[config.mk]
export PLATFORM = sky130hd
export DESIGN_NAME = eight_queen_ctrl
export DESIGN_NICKNAME = d
export VERILOG_FILES = /design/src/rtl/eight_queen_pkg.sv /design/src/rtl/eq_col_stack.sv /design/src/rtl/eight_queen_ctrl.sv
export SDC_FILE = /design/constraint.sdc
export NUM_CORES = 1
export LEC_CHECK = 0
export BUFFER_PORTS_ARGS = -buffer_cell sky130_fd_sc_hd__buf_4
export CORE_MARGIN = 10
export CORE_UTILIZATION = 40
export CTS_CLUSTER_DIAMETER = 150
export DETAILED_ROUTE_END_ITERATION = 8
export HOLD_SLACK_MARGIN = 0.08
export PLACE_DENSITY_LB_ADDON = 0.05
export SYNTH_ARGS = -nofsm -noshare
export SYNTH_HDL_FRONTEND = slang
export SYNTH_SLANG_ARGS = --single-unit
[constraint.sdc]
create_clock -name clk -period 3.55 [get_ports clk]
set_input_delay 0.5325 -clock clk [delete_from_list [all_inputs] [get_ports clk]]
set_output_delay 0.5325 -clock clk [all_outputs]
set_load 0.01 [all_outputs]
[src/rtl/eight_queen_pkg.sv]
// eight_queen_pkg: shared FSM state type, default sizes and column index type for the N-queens sequencer
package eight_queen_pkg;
  localparam int N_DEF = 8;
  localparam int CNT_W_DEF = 8;
  typedef logic [$clog2(N_DEF):0] col_t;
  typedef enum logic [2:0] {IDLE, INIT, TRY, REQ, PLACE, BACK, DONE} state_t;
endpackage

[src/rtl/eq_col_stack.sv]
// eq_col_stack: per-row column register file (clk, rst_n sync active-low, one write port we/waddr/wdata, comb read raddr->rdata)
module eq_col_stack
  import eight_queen_pkg::*;
#(
  parameter int N  = N_DEF,
  parameter int W  = $clog2(N_DEF) + 1,
  parameter int AW = (N > 1) ? $clog2(N) : 1
) (
  input  logic          clk,
  input  logic          rst_n,
  input  logic          we,
  input  logic [AW-1:0] waddr,
  input  logic [W-1:0]  wdata,
  input  logic [AW-1:0] raddr,
  output logic [W-1:0]  rdata
);
  logic [W-1:0] mem [N];
  always_ff @(posedge clk) begin
    if (!rst_n) mem <= '{default: '0};
    else if (we) mem[waddr] <= wdata;
  end
  assign rdata = mem[raddr];
endmodule

[src/rtl/eight_queen_ctrl.sv]
// eight_queen_ctrl: backtracking N-queens search sequencer
//   clk, rst_n (sync active-low), start pulse
//   chk_req/chk_row/chk_col -> external conflict checker, chk_ack/chk_safe <- its answer
//   brd_clr, brd_we/brd_set/brd_row/brd_col -> board register writes
//   result (saturating solution count), done (held until next start), busy
//   EQ_FIRST_SOL_EN: stop at the first solution and leave it on the board
module eight_queen_ctrl
  import eight_queen_pkg::*;
#(
  parameter int N     = N_DEF,
  parameter int COL_W = $clog2(N) + 1,
  parameter int CNT_W = CNT_W_DEF
) (
  input  logic             clk,
  input  logic             rst_n,
  input  logic             start,
  output logic             chk_req,
  output logic [COL_W-1:0] chk_row,
  output logic [COL_W-1:0] chk_col,
  input  logic             chk_ack,
  input  logic             chk_safe,
  output logic             brd_clr,
  output logic             brd_we,
  output logic             brd_set,
  output logic [COL_W-1:0] brd_row,
  output logic [COL_W-1:0] brd_col,
  output logic [CNT_W-1:0] result,
  output logic             done,
  output logic             busy
);
  localparam int AW = (N > 1) ? $clog2(N) : 1;
  localparam logic [COL_W-1:0] NC = COL_W'(N);
  localparam logic [COL_W-1:0] NL = COL_W'(N - 1);
  state_t state;
  logic [COL_W-1:0] row, col, top_col;
  // top_col is always the column stored for row-1, the row a backtrack returns to
  eq_col_stack #(.N(N), .W(COL_W), .AW(AW)) u_stack (
    .clk(clk),
    .rst_n(rst_n),
    .we(state == PLACE),
    .waddr(row[AW-1:0]),
    .wdata(col),
    .raddr(row[AW-1:0] - 1'b1),
    .rdata(top_col)
  );
  always_ff @(posedge clk) begin
    if (!rst_n) begin
      state   <= IDLE;
      row     <= '0;
      col     <= '0;
      chk_req <= 1'b0;
      chk_row <= '0;
      chk_col <= '0;
      brd_clr <= 1'b0;
      brd_we  <= 1'b0;
      brd_set <= 1'b0;
      brd_row <= '0;
      brd_col <= '0;
      result  <= '0;
      done    <= 1'b0;
      busy    <= 1'b0;
    end else begin
      brd_clr <= 1'b0;
      brd_we  <= 1'b0;
      case (state)
        IDLE, DONE: if (start) begin
          state   <= INIT;
          done    <= 1'b0;
          busy    <= 1'b1;
          brd_clr <= 1'b1;
        end
        INIT: begin
          result <= '0;
          row    <= '0;
          col    <= '0;
          state  <= TRY;
        end
        // outputs are launched on entry so each write/request lines up with its state
        TRY: if (col == NC) begin
          state   <= BACK;
          brd_we  <= row != '0;
          brd_set <= 1'b0;
          brd_row <= row - 1'b1;
          brd_col <= top_col;
        end else begin
          state   <= REQ;
          chk_req <= 1'b1;
          chk_row <= row;
          chk_col <= col;
        end
        REQ: if (chk_ack) begin
          chk_req <= 1'b0;
          if (chk_safe) begin
            state   <= PLACE;
            brd_we  <= 1'b1;
`ifdef EQ_FIRST_SOL_EN
            brd_set <= 1'b1;
`else
            brd_set <= row != NL;
`endif
            brd_row <= row;
            brd_col <= col;
          end else begin
            col   <= col + 1'b1;
            state <= TRY;
          end
        end
        PLACE: if (row != NL) begin
          row   <= row + 1'b1;
          col   <= '0;
          state <= TRY;
        end else begin
`ifdef EQ_FIRST_SOL_EN
          result <= CNT_W'(1);
          done   <= 1'b1;
          busy   <= 1'b0;
          state  <= DONE;
`else
          result <= &result ? result : result + 1'b1;
          col    <= col + 1'b1;
          state  <= TRY;
`endif
        end
        BACK: if (row == '0) begin
          state <= DONE;
          done  <= 1'b1;
          busy  <= 1'b0;
        end else begin
          row   <= row - 1'b1;
          col   <= top_col + 1'b1;
          state <= TRY;
        end
        default: state <= IDLE;
      endcase
    end
  end
endmodule

==> impl_metrics.py, run 1 <==
metrics = {
    "timing": {
        "period_share_pct": 86.2,
        "setup_viol": 0,
        "slew_violations": 0,
        "fmax_mhz": 327,
        "worst_slew_pin_slew_ns": 0.853,
        "slew_headroom_pct": 42.9,
        "rsz0062_at_grt": "false",
        "finalHoldViolations": 0,
        "worst_slack_ns": 0.489,
        "skew_ns": 0.0203,
        "fin_crit_ns": 3.06,
        "setup_tns_ns": 0,
    },
    "routing": {
        "wl_per_cell_um": 17.4,
        "first_iter_violations": 174,
        "vias": 2987,
        "totalWireLength_mm": 9.52,
        "drt_first_pass_iters": 4,
        "drc": 0,
        "viasPerCell": 5.47,
        "final_antenna_net_count": 0,
    },
    "synth": {
        "synth_ff_type": "dfxtp_1",
        "synth-compound-area-share_pct": 15.0,
        "synth_seq_cells": 73,
        "synth_fa_ha_area_share_pct": 2.09,
        "synth_xor_area_share_pct": 2.69,
        "synth_top_family_by_area": "simple AND/OR/NAND/NOR gates",
        "synthSimpleGateAreaFrac_pct": 21.8,
        "async_reset_ff_share_pct": 0,
        "synth_mux_area_share_pct": 13.5,
        "synth.avg_cell_area_um2": 8.70,
        "yosysWarningCount": 0,
        "synth_cells": 412,
        "synth_nets": 423,
        "synth-seq-area-share_pct": 40.8,
        "synth_edf_count": 0,
        "synth.distinct_cells": 49,
        "netlist_area_um2": 3590,
    },
    "flow_run": {
        "cap_violations": 0,
    },
    "die": {
        "die_h_um": 115,
        "start_util_pct": 41.1,
        "die_x_um": 115,
        "rows": 34,
        "core-area_um2": 8720,
        "ios": 35,
        "die_area_um2": 13200,
    },
    "grt": {
        "grt_pass1_vias": 2847,
        "overflow": 0,
        "grt_use_total_pct": 14.5,
        "grt_start_max_net_pins": 48,
        "antenna_found_initial": 0,
        "grt_pass1_wl_mm": 15.3,
    },
    "placed_design": {
        "post-dp-hpwl_mm": 6.52,
        "portBuffers": 34,
        "pre_cts_ws_ns": 0.489,
        "finalWeightedCongestion": 0.800,
    },
    "critical_path": {
        "cp.required_ns": 3.79,
        "cp_max_fo": 10,
        "critPathCaptureType": "flip-flop",
        "worstRegToRegCells": 8,
        "path_class": "reg -> reg",
        "cp-start-kind": "flip-flop",
        "cp.arrival_ns": 3.31,
    },
    "clock_network": {
        "insertion_delay_ns": 0.36,
        "cts_sinks": 73,
        "cts_resized": 0,
        "holdBufCountCts": 0,
        "htreeDepth": 3,
        "cts_tree": "yes",
        "cts_buffers": 9,
        "cts_setup_buffers": 0,
        "clk_path_buf_depth": 2,
        "cts_root_buf": "clkbuf_8",
        "clk_pin_slew_ns": 0.09,
    },
    "finish": {
        "multiInputGateArea_um2": 1980,
        "n_antenna_cell": 0,
        "fill_cells": 874,
        "syn2layout_area_growth_pct": 15.0,
        "drive_gt1_share_pct": 16.0,
        "regArea_um2": 1460,
        "layout.nets": 444,
    },
    "worst_hold_path": {
        "holdPathStages": 2,
        "holdCritPathClass": "reg -> reg",
    },
    "power": {
        "p_clk_share_pct": 43.8,
        "p_int_mw": 1.31,
        "seq_power_share_pct": 49.2,
        "power_switching_mw": 0.431,
        "combPwrFrac_pct": 7.0,
        "p_leak_nw": 1.61,
        "power_density_nw_per_um2": 422,
        "p_sw_share_pct": 24.8,
        "vdd_drop_max_v": 0.000217,
    },
    "run_status": {
        "status": "completed",
    },
}
-- through the flow --
stage                     instance area [um2]  power, mW  utilization [%]  hold WS [ns]  cells
after CTS                                4130       1.76             47.3         0.457    546
after floorplan                          3590      0.955                -         0.433    412
after global placement                   3890      0.999             44.7         0.435    530
after global routing                     4130       1.81             47.3         0.467    546
final                                    4130       1.74             47.3         0.450    546
after detailed placement                 3890      0.997             44.7         0.443    530
-- cell families (layout without fill, tap and decap cells) --
family          after synthesis  in the layout
simple gates                163            163
compound gates               84             84
flops                        73             73
mux                          38             38
buf+inv                      37             63
xor+xnor                     11             11
fa+ha+maj                     6              6
-- final timing paths --
check	from	endpoint	slack, ns
max	row[1]	col[2]	0.49
min	chk_col[3]	chk_col[3]	0.45
min reg2reg	chk_col[3]	chk_col[3]	0.45
max reg2reg	row[1]	col[2]	0.49
-- synthesized netlist by cell type, types with 5 or more instances --
library cell	n	area, um2
dfxtp_1	73	1460
nor2_1	60	225
nand2_1	40	150
a21oi_1	37	185
mux2i_1	28	280
nand3_1	20	100
clkbuf_1	19	71.3
o21ai_0	12	60.1
inv_1	8	30.0
mux4_2	8	180
xor2_1	8	70.1
buf_2	7	35.0
and3_1	6	37.5
ha_1	6	75.1
nand3b_1	5	37.5
-- layout make-up --
type	instances	share of cell area, %
inverter	8	0.728
timing repair buffer	39	7.10
sequential	73	35.4
multi-input combinational	302	47.9
clock buffer	12	3.76
clock inverter	4	1.82
tap	108	3.28
-- registers in the layout (all words and copies together) (netlist names) --
name / flops
chk_col: 4
busy: 1
result: 8
chk_req: 1
done: 1
brd_row: 4
chk_row: 4
u_stack.mem: 32
brd_we: 1
state: 3
brd_clr: 1
brd_col: 4
col: 4
row: 4
brd_set: 1
-- worst max-delay path, cell delays in order (launching register included) --
cell	delay (ns)
dfxtp_1	0.50
inv_1	0.13
ha_1	0.63
mux4_2	0.60
mux2_2	0.30
ha_1	0.21
xnor2_1	0.15
nand2_1	0.08
a2111oi_2	0.36
-- power by group through the flow --
stage	logic [mW]	registers [mW]	clock network, mW
2_1_floorplan	0.0978	0.858	0
3_3_place_gp	0.124	0.875	0
3_5_place_dp	0.123	0.875	0
4_1_cts	0.123	0.856	0.780
5_1_grt	0.136	0.858	0.813
6_report	0.122	0.856	0.763
-- metal layers --
| metal | part of all wire [%] | up-vias | global-route usage (%) |
|---|---|---|---|
| met2 | 50 | 35 | 24.2 |
| met3 | 3.3 | 7 | 3.20 |
| met1 | 46 | 1455 | 17.8 |
| met4 | 1.0 | 0 | 5.26 |
| met5 | 0 | - | 0 |
| li1 | - | 1490 | - |
-- cells in the final DEF, fill, tap and decap left out, types with 5 or more instances in the layout --
cell type,count
a21oi_1,37
clkbuf_8,11
ha_1,6
nand2_1,40
xor2_1,8
o21ai_0,12
nor2_1,60
nand3b_1,5
buf_4,39
mux4_2,8
inv_1,8
and3_1,6
nand3_1,20
mux2i_1,28
dfxtp_1,73
Note: power is estimated with default switching activity, not from simulation.
==> inputs of run 2 (changes only) <==
--- a/config.mk
+++ b/config.mk
@@ -5,6 +5,7 @@
 export SDC_FILE = /design/constraint.sdc
 export NUM_CORES = 1
 export LEC_CHECK = 0
+export ABC_AREA = 1
 export BUFFER_PORTS_ARGS = -buffer_cell sky130_fd_sc_hd__buf_4
 export CORE_MARGIN = 10
 export CORE_UTILIZATION = 40
==> run 2 against run 1 <==
Register-to-register slack better by 0.64 ns. Synthesized cell count increased by 24%. Die area shrank 1.3%. Cell area about the same. Sequential power increased by 20%. Combinational power rose to 10 times the previous value. Maximum frequency up 27%. Clock power grew 10%. Clock skew shrank 0.013 ns. Total power up 81%. Critical path type unchanged. Critical endpoint unchanged. Highest routed layer unchanged.
==> impl_metrics.py, run 2 <==
metrics = {
    "run_status": {
        "status": "completed",
    },
    "synth": {
        "yosysWarningCount": 0,
        "synth_mux_area_share_pct": 0,
        "synth_nets": 523,
        "yosys-top-cells-count": "nand2_1, dfxtp_1, a21oi_1, inv_1, o21ai_0",
        "yosysMostFrequentCell": "nand2_1",
        "synth_top_family_by_area": "simple AND/OR/NAND/NOR gates",
        "synth_fa_ha_area_share_pct": 2.13,
        "synth-seq-area-share_pct": 41.4,
        "netlist_area_um2": 3530,
        "async_reset_ff_share_pct": 0,
        "synth.avg_cell_area_um2": 6.89,
        "synth_ff_type": "dfxtp_1",
        "synth_cells": 512,
        "yosysTopAreaCell": "dfxtp_1",
        "synthSimpleGateAreaFrac_pct": 24.2,
        "synth_xor_area_share_pct": 2.73,
        "synthTopCellsByArea": "dfxtp_1, nand2_1, a21oi_1, o21ai_0, inv_1",
        "synth.distinct_cells": 29,
        "synth.top_cell.area_share_pct": 41.4,
        "synth_edf_count": 0,
        "synth_seq_cells": 73,
        "synth-compound-area-share_pct": 19.5,
    },
    "critical_path": {
        "cp-start-kind": "flip-flop",
        "r2r-end": "col[2]",
        "cp.required_ns": 3.82,
        "worstReg2RegStart": "row[1]",
        "worstRegToRegCells": 12,
        "critPathCaptureType": "flip-flop",
        "path_class": "reg -> reg",
        "cp.arrival_ns": 2.69,
        "cp_max_fo": 12,
        "r2r_slack_ns": 1.13,
    },
    "timing": {
        "finalHoldViolations": 0,
        "skew_ns": 0.00765,
        "rsz0062_at_grt": "false",
        "setup_viol": 0,
        "fmax_mhz": 414,
        "setup_tns_ns": 0,
        "slew_headroom_pct": 63.9,
        "worst_slew_pin_slew_ns": 0.540,
        "period_share_pct": 68.1,
        "slew_violations": 0,
        "fin_crit_ns": 2.42,
    },
    "grt": {
        "use_met2_pct": 20.4,
        "grt-busiest-layer": "met1",
        "grt_pass1_vias": 3155,
        "antenna_found_initial": 0,
        "met3_usage_pct": 3.46,
        "grt_start_max_net_pins": 57,
        "overflow": 0,
        "grtUsageMet1_pct": 21.8,
        "grt_pass1_wl_mm": 16.1,
        "grt_use_total_pct": 15.0,
    },
    "finish": {
        "drive_gt1_share_pct": 15.8,
        "n_antenna_cell": 0,
        "syn2layout_area_growth_pct": 16.8,
        "final_cell_mix": "nand2_1, dfxtp_1, a21oi_1",
        "layout.nets": 552,
        "reg_top3": "u_stack.mem: 32 flops, result: 8 flops",
        "largest_reg_flops": 32,
        "final_common_cell": "nand2_1",
        "top_register": "u_stack.mem",
    },
    "power": {
        "vdd_drop_max_v": 0.000459,
        "power_density_nw_per_um2": 764,
        "power.total_mw": 3.15,
        "p_leak_nw": 1.75,
    },
    "clock_network": {
        "cts_buffers": 9,
        "htreeDepth": 3,
        "cts_setup_buffers": 0,
        "cts_sinks": 73,
        "cts_root_buf": "clkbuf_8",
        "clk_pin_slew_ns": 0.08,
        "holdBufCountCts": 0,
        "cts_tree": "yes",
        "cts_resized": 0,
        "clk_path_buf_depth": 2,
        "insertion_delay_ns": 0.35,
    },
    "die": {
        "rows": 34,
        "die_area_um2": 13000,
        "start_util_pct": 40.9,
        "core-area_um2": 8640,
        "die_x_um": 114,
        "die_h_um": 114,
        "ios": 35,
    },
    "routing": {
        "viasPerCell": 4.94,
        "drc": 0,
        "first_iter_violations": 186,
        "totalWireLength_mm": 9.44,
        "wl_per_cell_um": 14.4,
        "final_antenna_net_count": 0,
        "drt_first_pass_iters": 4,
        "vias": 3233,
    },
    "flow_run": {
        "cap_violations": 0,
    },
    "placed_design": {
        "finalWeightedCongestion": 0.900,
        "post-dp-hpwl_mm": 6.59,
        "portBuffers": 34,
    },
    "worst_hold_path": {
        "min_from": "start",
        "min_to": "brd_clr",
        "holdPathStages": 3,
        "holdCritPathClass": "in -> reg",
    },
}
run 2: changes by cell type after synthesis, moves of 8 or more:
| cell | change |
|---|---|
| a21oi_1 | +24 |
| clkbuf_1 | -10 |
| inv_1 | +49 |
| inv_2 | +13 |
| mux2i_1 | -28 |
| mux4_2 | -8 |
| nand2_1 | +64 |
| nand3_1 | +9 |
| nor2_1 | -13 |
| nor2_2 | +8 |
| o21ai_0 | +43 |
run 2: worst max-delay path by stage:
| stage | start | end | slack [ns] | cells past startpoint |
|---|---|---|---|---|
| 6_report | row[1] | col[2] | 1.13 | 12 |
| 4_1_cts | row[1] | col[2] | 1.15 | 12 |
| 3_3_place_gp | row[1] | col[2] | 1.28 | 12 |
| 3_5_place_dp | row[1] | col[2] | 1.19 | 12 |
| 2_1_floorplan | row[0] | col[2] | 1.40 | 15 |
| 5_1_grt | row[1] | col[2] | 0.92 | 12 |
run 2: power by group:
part	switching, mW	internal, mW
Combinational	0.851	0.426
Sequential	0.0896	0.939
Clock	0.316	0.525
run 2: cell type report:
type,count,area [um2]
Multi-Input combinational cell,349,1710
Sequential cell,73,1460
Tap cell,108,135
Fill cell,890,4510
Inverter,70,263
Timing Repair Buffer,38,285
Clock buffer,12,165
Clock inverter,4,97.6
run 2: through the flow:
stage / hold WS (ns) / utilization (%) / area, um2 / instances / setup slack (ns)
final: 0.423 / 47.7 / 4120 / 654 / 1.13
after global routing: 0.438 / 47.7 / 4120 / 654 / 0.924
after CTS: 0.408 / 47.7 / 4120 / 654 / 1.15
after detailed placement: 0.452 / 44.7 / 3860 / 638 / 1.19
after global placement: 0.441 / 44.7 / 3860 / 638 / 1.28
after floorplan: 0.425 / - / 3530 / 512 / 1.40
run 2: metal layers:
layer	share of wire, %	vias to the layer above	wire length, um
met5	0	-	0
met4	1.6	0	152
met3	6.4	13	601
met2	40	70	3750
met1	52	1444	4940
li1	-	1706	-
run 2: logic make-up after synthesis:
family	after synthesis
buf+inv	90
flops	73
xor+xnor	11
fa+ha+maj	6
compound gates	132
simple gates	200
run 2: worst max-delay path, cell delays in order, from the launching register on:
cell     delay [ns]
dfxtp_1        0.45
inv_1          0.12
ha_1           0.45
inv_1          0.25
nand3_1        0.15
nand2_1        0.06
nand2_1        0.06
nand2_1        0.13
ha_1           0.22
xor2_1         0.16
o22ai_1        0.11
nand2_1        0.06
a21oi_1        0.13
==> inputs of run 3 (changes only) <==
==> constraint.sdc (replaced) <==
create_clock -name clk -period 2.2 [get_ports clk]
set_input_delay 0.33 -clock clk [delete_from_list [all_inputs] [get_ports clk]]
set_output_delay 0.33 -clock clk [all_outputs]
set_load 0.01 [all_outputs]
==> run 3 against run 2 <==
Via count rose by 3.1%. Final cell count rose by 2.0%. Clock skew rose by 0.0039 ns. Combinational power rose by 73%. Global-route usage rose by 0.22 points. Sequential power rose by 61%. Hold slack got worse by 0.21 ns. Non-clock buffer count rose by 13. Die area did not move. Maximum frequency rose by 22%. Worst setup slack got worse by 0.92 ns.
==> impl_metrics.py, run 3 (synthesis gave the netlist of run 2 again) <==
metrics = {
    "run_status": {
        "status": "completed",
    },
    "critical_path": {
        "r2r_slack_ns": 0.21,
        "cp-start-kind": "flip-flop",
        "path_class": "reg -> reg",
        "cp.arrival_ns": 2.27,
        "cp.required_ns": 2.49,
        "worstRegToRegCells": 12,
        "cp_max_fo": 7,
        "crit_path_start": "row[1]",
        "crit_end": "col[2]",
        "critPathCaptureType": "flip-flop",
        "worstReg2RegStart": "row[1]",
        "r2r-end": "col[2]",
    },
    "routing": {
        "final_antenna_net_count": 0,
        "drc": 0,
        "drt_first_pass_iters": 4,
        "first_iter_violations": 190,
        "vias": 3333,
        "viasPerCell": 5.00,
        "totalWireLength_mm": 9.56,
        "wl_per_cell_um": 14.3,
    },
    "finish": {
        "largest_reg_flops": 32,
        "reg_top3": "u_stack.mem: 32 flops, result: 8 flops",
        "n_antenna_cell": 0,
        "syn2layout_area_growth_pct": 18.1,
        "layout.nets": 565,
        "final_common_cell": "nand2_1",
        "layout.cells.non_filler": 667,
        "final_cell_mix": "nand2_1, dfxtp_1, a21oi_1",
        "top_register": "u_stack.mem",
        "postLayoutCoreUtil_pct": 48.3,
        "drive_gt1_share_pct": 17.7,
        "finalInstanceArea_um2": 4170,
    },
    "power": {
        "power.total_mw": 5.00,
        "vdd_drop_max_v": 0.000559,
        "p_int_mw": 2.95,
        "seq_power_share_pct": 33.3,
        "p_leak_nw": 1.79,
        "power_switching_mw": 2.04,
        "p_clk_share_pct": 22.5,
        "power_density_nw_per_um2": 1200,
        "combPwrFrac_pct": 44.2,
        "p_sw_share_pct": 40.9,
    },
    "clock_network": {
        "htreeDepth": 3,
        "cts_resized": 0,
        "cts_sinks": 73,
        "insertion_delay_ns": 0.36,
        "clk_pin_slew_ns": 0.08,
        "cts_setup_buffers": 0,
        "cts_tree": "yes",
        "clk_path_buf_depth": 2,
        "cts_root_buf": "clkbuf_8",
        "holdBufCountCts": 0,
        "cts_buffers": 9,
    },
    "worst_hold_path": {
        "holdCritPathClass": "in -> reg",
    },
    "timing": {
        "setup_viol": 0,
        "worst_slack_ns": 0.214,
        "fmax_mhz": 503,
        "slew_violations": 0,
        "worst_slew_pin_slew_ns": 0.502,
        "whs_ns": 0.212,
        "skew_ns": 0.0116,
        "finalHoldViolations": 0,
        "fin_crit_ns": 1.99,
        "slew_headroom_pct": 66.5,
        "rsz0062_at_grt": "false",
        "setup_tns_ns": 0,
        "period_share_pct": 90.3,
    },
    "die": {
        "ios": 35,
        "rows": 34,
        "die_area_um2": 13000,
        "start_util_pct": 40.9,
        "die_x_um": 114,
        "core-area_um2": 8640,
        "die_h_um": 114,
    },
    "placed_design": {
        "portBuffers": 34,
        "placed_cell_area_um2": 3960,
        "pre_cts_ws_ns": 0.146,
        "finalWeightedCongestion": 0.896,
        "place_inst": 651,
        "post-dp-hpwl_mm": 6.99,
    },
    "grt": {
        "grt_start_max_net_pins": 34,
        "grt_pass1_wl_mm": 16.2,
        "grt_use_total_pct": 15.2,
        "grt_pass1_vias": 3253,
        "antenna_found_initial": 0,
        "overflow": 0,
    },
    "flow_run": {
        "cap_violations": 0,
    },
}
[run 3: cell count changes in the layout (fill, tap and decap cells not counted), sizes merged]
cell | before | now
buf | 38 | 51
bufinv | 3 | 1
clkbuf | 12 | 14
clkinv | 0 | 1
clkinvlp | 1 | 0
[run 3: layer usage]
metal	GRT usage [%]	vias to the layer above	share of wire [%]	routed length (um)
met5	0	-	0	0
met4	4.76	0	1.3	127
met3	4.30	13	6.5	623
met2	21.3	75	41	3880
met1	21.8	1510	52	4930
li1	-	1735	-	-
[run 3: layout make-up]
cell class / count / area (um2)
Fill cell: 940 / 4470
Inverter: 70 / 263
Tap cell: 108 / 135
Clock inverter: 2 / 35.0
Timing Repair Buffer: 51 / 383
Multi-Input combinational cell: 349 / 1710
Clock buffer: 14 / 173
Sequential cell: 73 / 1470
[run 3: worst min path at each step]
stage	start	end	cells past startpoint
final	start	brd_clr	3
after global routing	start	brd_clr	3
after CTS	start	brd_clr	3
after detailed placement	u_stack.mem[2]	u_stack.mem[2]	2
after global placement	u_stack.mem[2]	u_stack.mem[2]	2
after floorplan	u_stack.mem[11]	u_stack.mem[11]	2
[run 3: power groups by stage]
stage / sequential (mW) / combinational [mW] / clock, mW
finish: 1.66 / 2.21 / 1.12
global placement: 1.69 / 2.22 / 0
detailed placement: 1.69 / 2.20 / 0
global route: 1.70 / 2.50 / 1.19
floorplan: 1.71 / 1.44 / 0
CTS: 1.66 / 2.21 / 1.14
[run 3: worst max-delay path: stages (launching register included)]
cell and delay (ns):
dfxtp_4 0.37, inv_1 0.07, ha_1 0.30, buf_4 0.17
nand3_1 0.09, nand3_1 0.08, nand2_1 0.11, inv_1 0.08
ha_1 0.21, xor2_1 0.16, o22ai_1 0.10, nand2_1 0.06
a21oi_1 0.11
